**config.mk**
```make
export PLATFORM = sky130hd
export DESIGN_NAME = fpu_request_sequencer
export DESIGN_NICKNAME = d
export VERILOG_FILES = /design/src/rtl/fpu_request_sequencer.sv
export SDC_FILE = /design/constraint.sdc
export NUM_CORES = 1
export LEC_CHECK = 0
export CAP_MARGIN = 5
export CORE_AREA = 2 2 201 203
export CTS_CLUSTER_DIAMETER = 50
export DETAILED_ROUTE_END_ITERATION = 6
export DIE_AREA = 0 0 203 205
export PLACE_DENSITY = 0.62
export SYNTH_ARGS = -nofsm -noshare
export SYNTH_HDL_FRONTEND = slang
export SYNTH_SLANG_ARGS = --single-unit
export TNS_END_PERCENT = 5
```
**constraint.sdc**
```tcl
create_clock -name clk -period 7.8 [get_ports clk]
set_input_delay 1.56 -clock clk [delete_from_list [all_inputs] [get_ports clk]]
set_output_delay 1.56 -clock clk [all_outputs]
set_load 0.01 [all_outputs]
```
**src/rtl/fpu_request_sequencer.sv**
```systemverilog
// Command front-end for the FPU divide/sqrt core: operand strobe/ack issue, result capture, response port.
// Optional watchdog with ERROR state enabled by defining FPU_SEQ_TIMEOUT_EN.
module fpu_request_sequencer #(
    parameter int unsigned TAG_W          = 4,
    parameter int unsigned LAT_W          = 16,
    parameter int unsigned TIMEOUT_CYCLES = 4096
) (
    input  logic             clk,
    input  logic             rst,
    input  logic             cmd_valid,
    output logic             cmd_ready,
    input  logic [1:0]       cmd_op,
    input  logic [63:0]      cmd_a,
    input  logic [63:0]      cmd_b,
    input  logic [TAG_W-1:0] cmd_tag,
    output logic [1:0]       fpu_process,
    output logic [31:0]      fpu_as,
    output logic [31:0]      fpu_bs,
    output logic [63:0]      fpu_ad,
    output logic [63:0]      fpu_bd,
    output logic             fpu_a_stb,
    input  logic             fpu_a_ack,
    output logic             fpu_b_stb,
    input  logic             fpu_b_ack,
    input  logic [31:0]      fpu_zs,
    input  logic [63:0]      fpu_zd,
    input  logic             fpu_z_stb,
    output logic             fpu_z_ack,
    output logic             rsp_valid,
    input  logic             rsp_ready,
    output logic [63:0]      rsp_data,
    output logic [TAG_W-1:0] rsp_tag,
    output logic [1:0]       rsp_op,
    output logic [LAT_W-1:0] rsp_lat,
    output logic             rsp_err
);

`ifdef FPU_SEQ_TIMEOUT_EN
    typedef enum logic [2:0] {S_IDLE, S_ISSUE, S_WAIT_Z, S_DRAIN, S_ERROR} state_t;
    localparam int unsigned WD_W = $clog2(TIMEOUT_CYCLES + 1);
`else
    typedef enum logic [1:0] {S_IDLE, S_ISSUE, S_WAIT_Z, S_DRAIN} state_t;
`endif

    state_t             state_q, state_d;
    logic               ready_q;
    logic [1:0]         op_q, op_d;
    logic [63:0]        a_q, a_d, b_q, b_d;
    logic [TAG_W-1:0]   tag_q, tag_d;
    logic               a_pend_q, a_pend_d, b_pend_q, b_pend_d;
    logic [LAT_W-1:0]   lat_q, lat_d, lat_inc;
    logic               rsp_valid_q, rsp_valid_d;
    logic [63:0]        rsp_data_q, rsp_data_d;
    logic [TAG_W-1:0]   rsp_tag_q, rsp_tag_d;
    logic [1:0]         rsp_op_q, rsp_op_d;
    logic [LAT_W-1:0]   rsp_lat_q, rsp_lat_d;
    logic               z_fire;
`ifdef FPU_SEQ_TIMEOUT_EN
    logic [WD_W-1:0]    wd_q, wd_d, wd_inc;
    logic               err_pend_q, err_pend_d;
    logic               rsp_err_q, rsp_err_d;
    logic               tmo;
`endif

    // Registered ready keeps cmd_ready low during reset and for the first cycle after release.
    assign cmd_ready   = ready_q;
    assign fpu_process = op_q;
    assign fpu_as      = a_q[31:0];
    assign fpu_bs      = b_q[31:0];
    assign fpu_ad      = a_q;
    assign fpu_bd      = b_q;
    assign fpu_a_stb   = (state_q == S_ISSUE) & a_pend_q;
    assign fpu_b_stb   = (state_q == S_ISSUE) & b_pend_q;
    assign fpu_z_ack   = (state_q == S_WAIT_Z) & fpu_z_stb & ~rsp_valid_q;
    assign z_fire      = fpu_z_ack;
    assign lat_inc     = (lat_q == '1) ? lat_q : lat_q + 1'b1;

    assign rsp_valid   = rsp_valid_q;
    assign rsp_data    = rsp_data_q;
    assign rsp_tag     = rsp_tag_q;
    assign rsp_op      = rsp_op_q;
    assign rsp_lat     = rsp_lat_q;
`ifdef FPU_SEQ_TIMEOUT_EN
    assign rsp_err     = rsp_err_q;
    assign wd_inc      = wd_q + 1'b1;
    assign tmo         = ((state_q == S_ISSUE) || (state_q == S_WAIT_Z)) && !z_fire
                         && (wd_inc == WD_W'(TIMEOUT_CYCLES));
`else
    assign rsp_err     = 1'b0;
`endif

    always_comb begin
        state_d     = state_q;
        op_d        = op_q;
        a_d         = a_q;
        b_d         = b_q;
        tag_d       = tag_q;
        a_pend_d    = a_pend_q;
        b_pend_d    = b_pend_q;
        lat_d       = lat_q;
        rsp_valid_d = rsp_valid_q;
        rsp_data_d  = rsp_data_q;
        rsp_tag_d   = rsp_tag_q;
        rsp_op_d    = rsp_op_q;
        rsp_lat_d   = rsp_lat_q;
`ifdef FPU_SEQ_TIMEOUT_EN
        wd_d        = wd_q;
        err_pend_d  = err_pend_q;
        rsp_err_d   = rsp_err_q;
`endif
        if (rsp_valid_q && rsp_ready)
            rsp_valid_d = 1'b0;

        unique case (state_q)
            S_IDLE: begin
                if (cmd_valid && cmd_ready) begin
                    op_d     = cmd_op;
                    a_d      = cmd_a;
                    b_d      = cmd_b;
                    tag_d    = cmd_tag;
                    a_pend_d = 1'b1;
                    b_pend_d = ~cmd_op[0];
                    lat_d    = '0;
                    state_d  = S_ISSUE;
`ifdef FPU_SEQ_TIMEOUT_EN
                    wd_d     = '0;
`endif
                end
            end
            S_ISSUE: begin
                lat_d    = lat_inc;
                a_pend_d = a_pend_q & ~(fpu_a_stb & fpu_a_ack);
                b_pend_d = b_pend_q & ~(fpu_b_stb & fpu_b_ack);
                if (!a_pend_d && !b_pend_d)
                    state_d = S_WAIT_Z;
            end
            S_WAIT_Z: begin
                lat_d = lat_inc;
                if (z_fire) begin
                    rsp_valid_d = 1'b1;
                    rsp_data_d  = op_q[1] ? fpu_zd : {32'b0, fpu_zs};
                    rsp_tag_d   = tag_q;
                    rsp_op_d    = op_q;
                    rsp_lat_d   = lat_inc;
                    state_d     = S_DRAIN;
`ifdef FPU_SEQ_TIMEOUT_EN
                    rsp_err_d   = 1'b0;
`endif
                end
            end
            S_DRAIN: begin
                if (!fpu_z_stb)
                    state_d = S_IDLE;
            end
`ifdef FPU_SEQ_TIMEOUT_EN
            S_ERROR: ;
`endif
            default: state_d = S_IDLE;
        endcase

`ifdef FPU_SEQ_TIMEOUT_EN
        if ((state_q == S_ISSUE) || (state_q == S_WAIT_Z))
            wd_d = wd_inc;
        if (tmo) begin
            a_pend_d   = 1'b0;
            b_pend_d   = 1'b0;
            err_pend_d = 1'b1;
            state_d    = S_ERROR;
        end
        // Error response waits for the response register to be free, like a normal capture.
        if (err_pend_d && !rsp_valid_q) begin
            rsp_valid_d = 1'b1;
            rsp_data_d  = 64'h7FF8_0000_0000_0000;
            rsp_tag_d   = tag_q;
            rsp_op_d    = op_q;
            rsp_lat_d   = lat_d;
            rsp_err_d   = 1'b1;
            err_pend_d  = 1'b0;
        end
`endif
    end

    always_ff @(posedge clk or posedge rst) begin
        if (rst) begin
            state_q     <= S_IDLE;
            ready_q     <= 1'b0;
            op_q        <= '0;
            a_q         <= '0;
            b_q         <= '0;
            tag_q       <= '0;
            a_pend_q    <= 1'b0;
            b_pend_q    <= 1'b0;
            lat_q       <= '0;
            rsp_valid_q <= 1'b0;
            rsp_data_q  <= '0;
            rsp_tag_q   <= '0;
            rsp_op_q    <= '0;
            rsp_lat_q   <= '0;
`ifdef FPU_SEQ_TIMEOUT_EN
            wd_q        <= '0;
            err_pend_q  <= 1'b0;
            rsp_err_q   <= 1'b0;
`endif
        end else begin
            state_q     <= state_d;
            ready_q     <= (state_d == S_IDLE);
            op_q        <= op_d;
            a_q         <= a_d;
            b_q         <= b_d;
            tag_q       <= tag_d;
            a_pend_q    <= a_pend_d;
            b_pend_q    <= b_pend_d;
            lat_q       <= lat_d;
            rsp_valid_q <= rsp_valid_d;
            rsp_data_q  <= rsp_data_d;
            rsp_tag_q   <= rsp_tag_d;
            rsp_op_q    <= rsp_op_d;
            rsp_lat_q   <= rsp_lat_d;
`ifdef FPU_SEQ_TIMEOUT_EN
            wd_q        <= wd_d;
            err_pend_q  <= err_pend_d;
            rsp_err_q   <= rsp_err_d;
`endif
        end
    end

endmodule

```
* Word-level counts from Yosys, hierarchy flattened
Index checks and enable logic that the tools add are counted.
** Cells by class
- Add/subtract/negate cells :: 1
- Eq/ne operators :: 5
- Mux-type cells :: 16
- Bitwise logic cells :: 12
- Reductions and logical operators :: 14
** Operators with widths (count)
- $mux W64 :: 1
- $mux W16 :: 2
- $pmux W16 S2 :: 1
- $add A16 B1 Y16 const B :: 1
- $eq A16 B16 Y1 const B :: 1
- $and A1 B1 Y1 :: 8
- $mux W2 :: 4
- $pmux W2 S4 :: 1
- $reduce_and A2 Y1 :: 4
- $mux W1 :: 5
- $eq A2 B2 Y1 const B :: 2
- $logic_not A2 Y1 :: 2
- $not A1 Y1 :: 4
- $pmux W1 S2 :: 2
- $reduce_bool A2 Y1 :: 2
- $logic_and A1 B1 Y1 :: 3
- $eq A2 B1 Y1 const B :: 1
- $logic_not A1 Y1 :: 2
- $ne A2 B2 Y1 const B :: 1
- $reduce_or A2 Y1 :: 1
** Word-level totals
- Bits in registers :: 242
- Input port bits :: 237
- Output and inout bits :: 286
- Logic and storage cells :: 62

* Depth between registers and ports, before layout
Gate-level depths: netlist (run 1).
- Word-level depth :: 10
- Depth in mapped cells :: 9

* Worst setup path after synthesis (run 1)
No wires, ideal clock.
- Path kind :: input to output
- Start :: input port fpu_z_stb
- End :: output port fpu_z_ack
- Data arrival time :: 2.127 ns
- Data required time :: 6.240 ns
- Setup slack :: 4.113 ns
- Stages :: 5
- Cell sequence :: nand3b_1 > buf_2 > inv_1 > buf_6 > buf_6
** Between the ends
- Word-level cells in the longest chain between the ends :: 2
** Ends and longest elaborated chain
- from (decl) :: line 27 : input logic fpu_z_stb,
- $and A1 B1 Y1 (2 in series) :: line 74 : assign fpu_z_ack = (state_q == S_WAIT_Z) & fpu_z_stb & ~rsp_valid_q;
- to (decl) :: line 28 : output logic fpu_z_ack,
No other way between the ends.

* Worst setup path in the final report (run 1)
Same ends and word-level chain as after synthesis.

==> metrics.cfg, run 1 <==
[critical_path]
critPathCaptureType = output pin
reg2reg_from = state_q[0]$_DFF_PP0_
critPathKind = in2out
cp_common_cell = clkdlybuf4s50_1
worstPathRequired_ns = 6.24
cp_num_buf_inv = 4
ff2ff_path_depth = 6
worstPathCellList = clkdlybuf4s50_1 > nand3b_1 > inv_1 > buf_4 > clkdlybuf4s50_1
max_stage_delay_ns = 0.60
crit_path_max_fanout = 20
crit_path_start_kind = input pin
r2r_slack_ns = 4.68
cp_slowest_cell = clkdlybuf4s50_1
cp.arrival_ns = 3.13
reg2reg_to = lat_q[12]$_DFFE_PP0P_
path_depth = 5
path_delay_family = buffers and inverters

[sta]
maxSlewHeadroom_pct = 22.5
worst_slack_ns = 3.11
worstMarginPinSlew_ns = 1.15
skew_ns = 0.0272
finalCritPeriodShare_pct = 60.2
period_minus_slack_ns = 4.69
hold_viol = 0
setup_viol = 0
rsz0062_at_grt = no
maxSlewViolCount = 0
setup_tns_ns = 0
timing.fmax_mhz = 213

[synthesis]
yosys.area.top_type = dfrtp_1
synthCells = 903
synth_area_leaders = dfrtp_1, mux2_2, nand2_1
yosys_warnings = 0
synth_edf_count = 0
ys.flop_type = dfrtp_1
synth_top_area_share_pct = 56.5
syn_nets = 1146
seq_area_frac_synth_pct = 56.5
synthArstFlopShare_pct = 100
ys_types = 52
synth_seq_cells = 242
syn_area_um2 = 10700
syn_area_per_cell_um2 = 11.9

[die]
die_h_um = 205
core_area_um2 = 39400
rows = 73
start_util_pct = 27.2
io-pin-count = 523
die_x_um = 203
die_area_um2 = 41600

[detailed_routing]
drt_iter0_drc = 425
vias_per_cell = 4.44
wire_per_inst_um = 18.4
totalWireLength_um = 35000
drc_errors = 0
antenna_left = 0
drt_pass1_iterations = 5
dr_total_vias = 8471

[layout]
diodes = 0
syn2layout_area_growth_pct = 59.9
nFillCells = 3722
final_cell_count_no_fill = 1907
multi_input_area_um2 = 3850
final_common_cell = clkdlybuf4s50_1
layout-drive-gt1-share_pct = 16.3
register_area_um2 = 6060
most-common-layout-cells = clkdlybuf4s50_1, dfrtp_1, nand2_1
fin_nets = 1596

[place]
dp_hpwl_um = 26000
portBuffers = 521
dpl.cell_count = 1839
routabilityCongestion = 0.815
post-place-ws_ns = 3.09

[run_status]
run_status = completed

[clocking]
cts_sinks = 242
cts_buffers = 37
clk_pin_slew_ns = 0.05
hold_buffers = 0
cts_max_path_buffers = 3
cts_resized = 0
htree_levels = 2
clock-root-buffer = clkbuf_16
cts_tree = yes
insertion_delay_ns = 0.54
post_cts_buffers = 0

[global_routing]
overflow = 0
antenna_found_initial = 0
grt_max_degree = 122
grt_first_pass_wirelength_um = 51500
grt_pass1_vias = 8599
track_usage_pct = 16.1

[min_path]
hold_class = reg2reg
min_to = rsp_tag[2]$_DFFE_PP0P_
hp-start = tag_q[2]$_DFFE_PP0P_
whs_path_depth = 2

[flow_run]
max-cap-violations = 0

[pwr]
power.density_nw_per_um2 = 411
irDropWorstVdd_uv = 197
p_leak_nw = 7.27

tightest hold or removal path, delay by kind of cell, from the launching register on:
kind          cells  cell delay [ns]
flops             1             0.34
simple gates      2             0.10
final cells by class:
type,count,share of cell area [%]
timing repair buffer,531,30.9
multi-input combinational,531,22.5
tap,525,3.84
clock inverter,21,1.22
inverter,10,0.241
sequential,242,35.4
clock buffer,47,5.99
sequential cells by signal (all words and copies together) (netlist names):
signal,flops
state_q,2
cmd_ready,1
b_pend_q,1
lat_q,16
rsp_lat,16
fpu_process,2
rsp_op,2
rsp_valid,1
fpu_bd,64
rsp_data,64
rsp_tag,4
tag_q,4
a_pend_q,1
fpu_ad,64
Yosys cell counts (all sizes together) (2+ instances only):
master / n
o21ai: 90
dfrtp: 242
o211a: 2
nand3: 7
or3: 2
inv: 9
a211oi: 3
nand2b: 2
a311oi: 4
a41oi: 3
a21o: 4
nand4: 6
nor4: 2
nand3b: 2
and4: 5
a22o: 2
a21oi: 12
and3: 13
nor2: 13
mux2i: 35
a31oi: 19
a211o: 3
and2: 4
nand2: 138
ha: 6
nor3: 3
clkbuf: 20
o31ai: 7
mux2: 135
buf: 100
power by group:
part | leakage, nW | internal (W) | switching [W] | total, W
clock | 0.608 | 0.00102 | 0.000640 | 0.00166
sequential | 2.99 | 0.00183 | 0.000375 | 0.00220
combinational | 3.67 | 0.00185 | 0.00134 | 0.00318
worst max-delay path by stage:
stage | from | to
2_1_floorplan | rst | a_pend_q$_DFFE_PP0P_
3_3_place_gp | fpu_z_stb | fpu_z_ack
3_5_place_dp | fpu_z_stb | fpu_z_ack
4_1_cts | fpu_z_stb | fpu_z_ack
5_1_grt | fpu_z_stb | fpu_z_ack
6_report | fpu_z_stb | fpu_z_ack
metal layers:
metal	up-vias	GRT usage, %	share of wire (%)
met3	68	4.47	6.8
met2	305	27.6	51
li1	3985	-	-
met4	0	6.33	3.4
met5	-	0	0
met1	4113	19.1	39
through the flow:
step | utilization (%) | instance area, µm² | hold WS (ns) | power (W)
after floorplan | - | 10700 | 0.433 | 0.00374
after global placement | 40.4 | 15900 | 0.444 | 0.00539
after detailed placement | 40.4 | 15900 | 0.452 | 0.00545
after CTS | 43.5 | 17100 | 0.472 | 0.00716
after global routing | 43.5 | 17100 | 0.485 | 0.00745
final | 43.5 | 17100 | 0.465 | 0.00705
kinds of logic after synthesis:
| family | synth area share (%) |
|---|---|
| compound gates | 8.61 |
| xor+xnor | 0.0818 |
| fa+ha+maj | 0.701 |
| buf+inv | 7.66 |
| flops | 56.5 |
| mux | 17.5 |
| other cells | 0.0350 |
| simple gates | 8.90 |
Power figures use the tool's default switching activity.
==> run 2, diff against run 1 <==
Clock period 7.8 ns to 4.29 ns, I/O delays scaled along.
==> run 2 against run 1 <==
- global-route usage is 0.10 points lower
- worst hold slack worse by 0.0011 ns
- worst setup slack worse by 1.9 ns
- combinational power is 81% higher
- register-to-register slack worse by 3.3 ns
- first-iteration DRC count is 9.9% lower
- sequential power is 82% higher
- clock power is 83% higher
- sequential cell count stayed put
- die area stayed put
- clock-buffer cell count is 1 lower
- largest power group unchanged
==> metrics.cfg, run 2 (synthesized netlist as in run 1, its figures left out) <==
[layout]
final_cell_count_no_fill = 1901  ; -0.31%
most-common-layout-cells = clkdlybuf4s50_1, dfrtp_1, nand2_1
multi_input_area_um2 = 3850  ; unchanged
fin_nets = 1591  ; -0.31%
finish.utilization_pct = 43.5  ; about the same
register_area_um2 = 6060  ; unchanged
final_common_cell = clkdlybuf4s50_1
nFillCells = 3673  ; -1.3%
syn2layout_area_growth_pct = 60.0  ; about the same
layout-drive-gt1-share_pct = 15.8  ; -0.49 points

[place]
dpl.cell_count = 1836  ; -0.16%
portBuffers = 521  ; unchanged
routabilityCongestion = 0.815  ; about the same
dp_hpwl_um = 25400  ; -2.3%

[critical_path]
cp_num_buf_inv = 3  ; -1
r2r_slack_ns = 1.39  ; -3.29 ns
worstPathRequired_ns = 3.43  ; -2.81 ns
crit_path_max_fanout = 3  ; -85%
worstPathCellList = clkdlybuf4s50_1 > nand3b_1 > inv_1 > clkdlybuf4s50_1
crit_path_start_kind = input pin
max_stage_delay_ns = 0.56  ; -0.04 ns
critPathKind = in2out
critPathCaptureType = output pin
path_delay_family = buffers and inverters
cp.arrival_ns = 2.26  ; -0.87 ns
cp_common_cell = clkdlybuf4s50_1
cp_slowest_cell = clkdlybuf4s50_1

[sta]
maxSlewHeadroom_pct = 21.3  ; -1.2 points
setup_viol = 0  ; unchanged
worstMarginPinSlew_ns = 1.17  ; +0.0178 ns
holdWs_ns = 0.464  ; -0.00112 ns
setup_tns_ns = 0  ; unchanged
rsz0062_at_grt = no
skew_ns = 0.0186  ; -0.00864 ns
maxSlewViolCount = 0  ; unchanged
hold_viol = 0  ; unchanged
timing.fmax_mhz = 321
finalCritPeriodShare_pct = 72.7
period_minus_slack_ns = 3.12

[die]
io-pin-count = 523  ; unchanged
die_h_um = 205  ; unchanged
core_area_um2 = 39400  ; unchanged
die_area_um2 = 41600  ; unchanged
die_x_um = 203  ; unchanged
rows = 73  ; unchanged
start_util_pct = 27.2  ; unchanged

[clocking]
cts_sinks = 242  ; unchanged
cts_tree = yes
hold_buffers = 0  ; unchanged
clk_pin_slew_ns = 0.05  ; about the same
cts_max_path_buffers = 3  ; unchanged
insertion_delay_ns = 0.53  ; about the same
cts_resized = 0  ; unchanged
htree_levels = 2  ; unchanged
cts_buffers = 35  ; -5.4%
post_cts_buffers = 0  ; unchanged
clock-root-buffer = clkbuf_16

[min_path]
hold_class = reg2reg

[detailed_routing]
drt_pass1_iterations = 4  ; -1
totalWireLength_um = 34400  ; -1.7%
wire_per_inst_um = 18.1  ; -1.4%
antenna_left = 0  ; unchanged
vias_per_cell = 4.39  ; -1.2%
dr_total_vias = 8346  ; -1.5%
drt_iter0_drc = 383  ; -9.9%
drc_errors = 0  ; unchanged

[flow_run]
max-cap-violations = 0  ; unchanged

[global_routing]
grt_max_degree = 172  ; +41%
grt_first_pass_wirelength_um = 51100  ; -0.72%
antenna_found_initial = 3  ; +3
overflow = 0  ; unchanged
grt_pass1_vias = 8573  ; -0.30%
track_usage_pct = 16.0  ; -0.10 points

[pwr]
irDropWorstVdd_uv = 398  ; +100%
power.density_nw_per_um2 = 747  ; +82%
p_leak_nw = 7.26  ; -0.12%

[run_status]
run_status = completed

[run 2: per-layer routing]
metal | global-route usage, % | vias to the layer above | wire length, µm
li1 | - | 3972 | -
met1 | 18.5 | 4021 | 13200
met5 | 0 | - | 13
met4 | 7.59 | 2 | 1240
met3 | 4.34 | 73 | 2490
met2 | 27.5 | 278 | 17500
[run 2: path summary, 6_finish.rpt]
check	cells past startpoint	startpoint	to
hold / removal	2	tag_q[0]$_DFFE_PP0P_	rsp_tag[0]$_DFFE_PP0P_
setup / recovery	4	fpu_z_stb	fpu_z_ack
min in group asynchronous	3	rst	fpu_bd[14]$_DFFE_PP0P_
setup reg to reg	6	state_q[0]$_DFF_PP0_	lat_q[12]$_DFFE_PP0P_
hold reg to reg	2	tag_q[0]$_DFFE_PP0P_	rsp_tag[0]$_DFFE_PP0P_
max in group asynchronous	3	rst	rsp_tag[1]$_DFFE_PP0P_
[run 2: metrics by stage]
step / area [µm²] / total power, W / setup WS (ns)
floorplan: 10700 / 0.00681 / 0.256
global route: 17100 / 0.0136 / 1.08
finish: 17100 / 0.0128 / 1.17
global placement: 15900 / 0.00980 / 1.11
detailed placement: 15900 / 0.00989 / 1.06
CTS: 17100 / 0.0130 / 1.14
[run 2: layout make-up]
type | count | area share (%)
multi-input cells | 531 | 22.4
repair buffers | 528 | 30.9
inverters | 10 | 0.241
clock buffers | 46 | 5.71
clock inverters | 17 | 1.49
flip-flops and latches | 242 | 35.4
well taps | 525 | 3.83
diodes | 2 | 0.0292
[run 2: power breakdown]
group	leakage, nW	total [W]	internal, W	switching (W)
sequential	2.99	0.00400	0.00332	0.000673
clock	0.603	0.00303	0.00193	0.00110
combinational	3.67	0.00577	0.00336	0.00241
[run 2: tightest hold or removal path: stages (launching register included)]
cell and delay [ns]:
dfrtp_1 0.34, nand2_1 0.05, nand2_1 0.05
==> run 3, diff against run 2 <==
Clock period 4.29 ns to 2.65 ns, I/O delays scaled along.
==> run 3 against run 2 <==
- utilization is 0.70 points higher
- global-route usage is 0.45 points higher
- worst setup slack worse by 1.0 ns
- die area stayed put
- critical path depth is 1 higher
- register-to-register slack worse by 1.1 ns
- combinational power is 64% higher
- clock-buffer cell count stayed put
- first-iteration DRC count is 5.2% lower
- largest cell class unchanged
- critical path type is now reg2out
==> metrics.cfg, run 3 (synthesized netlist as in run 1, its figures left out) <==
[layout]
most-common-layout-cells = clkdlybuf4s50_1, dfrtp_1, nand2_1
final_common_cell = clkdlybuf4s50_1
layout-drive-gt1-share_pct = 17.1  ; +1.3 points
fin_nets = 1607  ; +1.0%
final_cell_count_no_fill = 1917  ; +0.84%
finish.utilization_pct = 44.2  ; +0.70 points
syn2layout_area_growth_pct = 62.5
finalInstanceArea_um2 = 17400  ; +1.6%
diodes = 0  ; -2

[detailed_routing]
drt_pass1_iterations = 5  ; +1
drc_errors = 0  ; unchanged
drt_iter0_drc = 363  ; -5.2%
dr_total_vias = 8473  ; +1.5%
totalWireLength_um = 35600  ; +3.3%
wire_per_inst_um = 18.6  ; +2.5%
vias_per_cell = 4.42  ; +0.67%
antenna_left = 0  ; unchanged

[die]
rows = 73  ; unchanged
core_area_um2 = 39400  ; unchanged
die_x_um = 203  ; unchanged
start_util_pct = 27.2  ; unchanged
die_h_um = 205  ; unchanged
die_area_um2 = 41600  ; unchanged
io-pin-count = 523  ; unchanged

[place]
dp_hpwl_um = 26200  ; +3.3%
post-place-ws_ns = -0.0342  ; -1.09 ns
routabilityCongestion = 0.845  ; +3.7%
placed_area_um2 = 16100  ; +1.4%
dpl.cell_count = 1850  ; +0.76%
portBuffers = 521  ; unchanged

[sta]
maxSlewHeadroom_pct = 45.7  ; +24 points
period_minus_slack_ns = 2.48
timing.fmax_mhz = 404
finalCritPeriodShare_pct = 93.4
worstMarginPinSlew_ns = 0.806  ; -0.366 ns
maxSlewViolCount = 0  ; unchanged
worst_slack_ns = 0.174  ; -0.998 ns
rsz0062_at_grt = no
setup_viol = 0  ; unchanged
skew_ns = 0.0179  ; -0.000735 ns
hold_viol = 0  ; unchanged
setup_tns_ns = 0  ; unchanged

[pwr]
irDropWorstVdd_uv = 678  ; +70%
p_leak_nw = 7.44  ; +2.4%
power.density_nw_per_um2 = 1210  ; +62%

[run_status]
run_status = completed

[global_routing]
track_usage_pct = 16.5  ; +0.45 points
grt_busiest_layer = met2
grt_first_pass_wirelength_um = 52500  ; +2.8%
use_met1_pct = 19.8  ; +1.2 points
grt_pass1_vias = 8638  ; +0.76%
use_met3_pct = 4.34  ; unchanged
grt_max_degree = 155  ; -9.9%
antenna_found_initial = 1  ; -2
met2_usage_pct = 28.2  ; +0.68 points
overflow = 0  ; unchanged

[critical_path]
ff2ff_path_depth = 6  ; unchanged
r2r_slack_ns = 0.26  ; -1.13 ns
critPathCaptureType = output pin
crit_path_start_kind = flop
cp.arrival_ns = 1.95  ; -0.31 ns
crit_path_max_fanout = 4  ; +1
reg2reg_to = lat_q[7]$_DFFE_PP0P_
critPathKind = reg2out
worstPathRequired_ns = 2.12  ; -1.31 ns
reg2reg_from = state_q[0]$_DFF_PP0_

[clocking]
cts_buffers = 37  ; +5.7%
cts_sinks = 242  ; unchanged
cts_max_path_buffers = 3  ; unchanged
clock-root-buffer = clkbuf_16
htree_levels = 2  ; unchanged
cts_tree = yes
clk_pin_slew_ns = 0.06  ; about the same
insertion_delay_ns = 0.55  ; +0.02 ns

[min_path]
hold_class = in2async

[flow_run]
max-cap-violations = 0  ; unchanged

## run 3: metrics by stage
stage,total power [W],hold slack (ns)
5_1_grt,0.0223,0.350
2_1_floorplan,0.0110,0.433
3_3_place_gp,0.0160,0.448
3_5_place_dp,0.0161,0.457
4_1_cts,0.0214,0.326
6_report,0.0210,0.360
## run 3: final cells by class
cell class	count	area, µm²
well taps	525	657
repair buffers	542	5510
clock inverters	21	283
fillers	3668	22000
inverters	10	41.3
multi-input cells	531	3850
clock buffers	46	1010
flip-flops and latches	242	6060
## run 3: worst max-delay path, stage by stage, from the launching register on
cell,delay (ns)
dfrtp_1,0.41
inv_1,0.11
ha_1,0.20
nand3b_1,0.20
inv_2,0.17
dlygate4sd2_1,0.30
## run 3: where the power goes
group	total (W)	internal, W	switching, W
clock	0.00507	0.00316	0.00192
combinational	0.00945	0.00553	0.00392
sequential	0.00650	0.00538	0.00112
## run 3: worst max path at each step
stage,startpoint,endpoint
2_1_floorplan,rst,a_pend_q$_DFFE_PP0P_
3_3_place_gp,fpu_z_stb,fpu_z_ack
3_5_place_dp,fpu_z_stb,fpu_z_ack
4_1_cts,state_q[1]$_DFF_PP0_,fpu_b_stb
5_1_grt,state_q[0]$_DFF_PP0_,fpu_z_ack
6_report,state_q[0]$_DFF_PP0_,fpu_z_ack
## run 3: routing by layer
layer | part of all wire [%] | routed length [µm]
met2 | 51 | 18100
met4 | 3.2 | 1130
met3 | 6.1 | 2180
met5 | 0 | 0
met1 | 40 | 14100
## run 3: repair_timing
item                       4_1_cts  5_1_grt
setup buffers                    0        0
hold buffers                     0        0
setup endpoints to repair        1        2
resized for setup                2        2
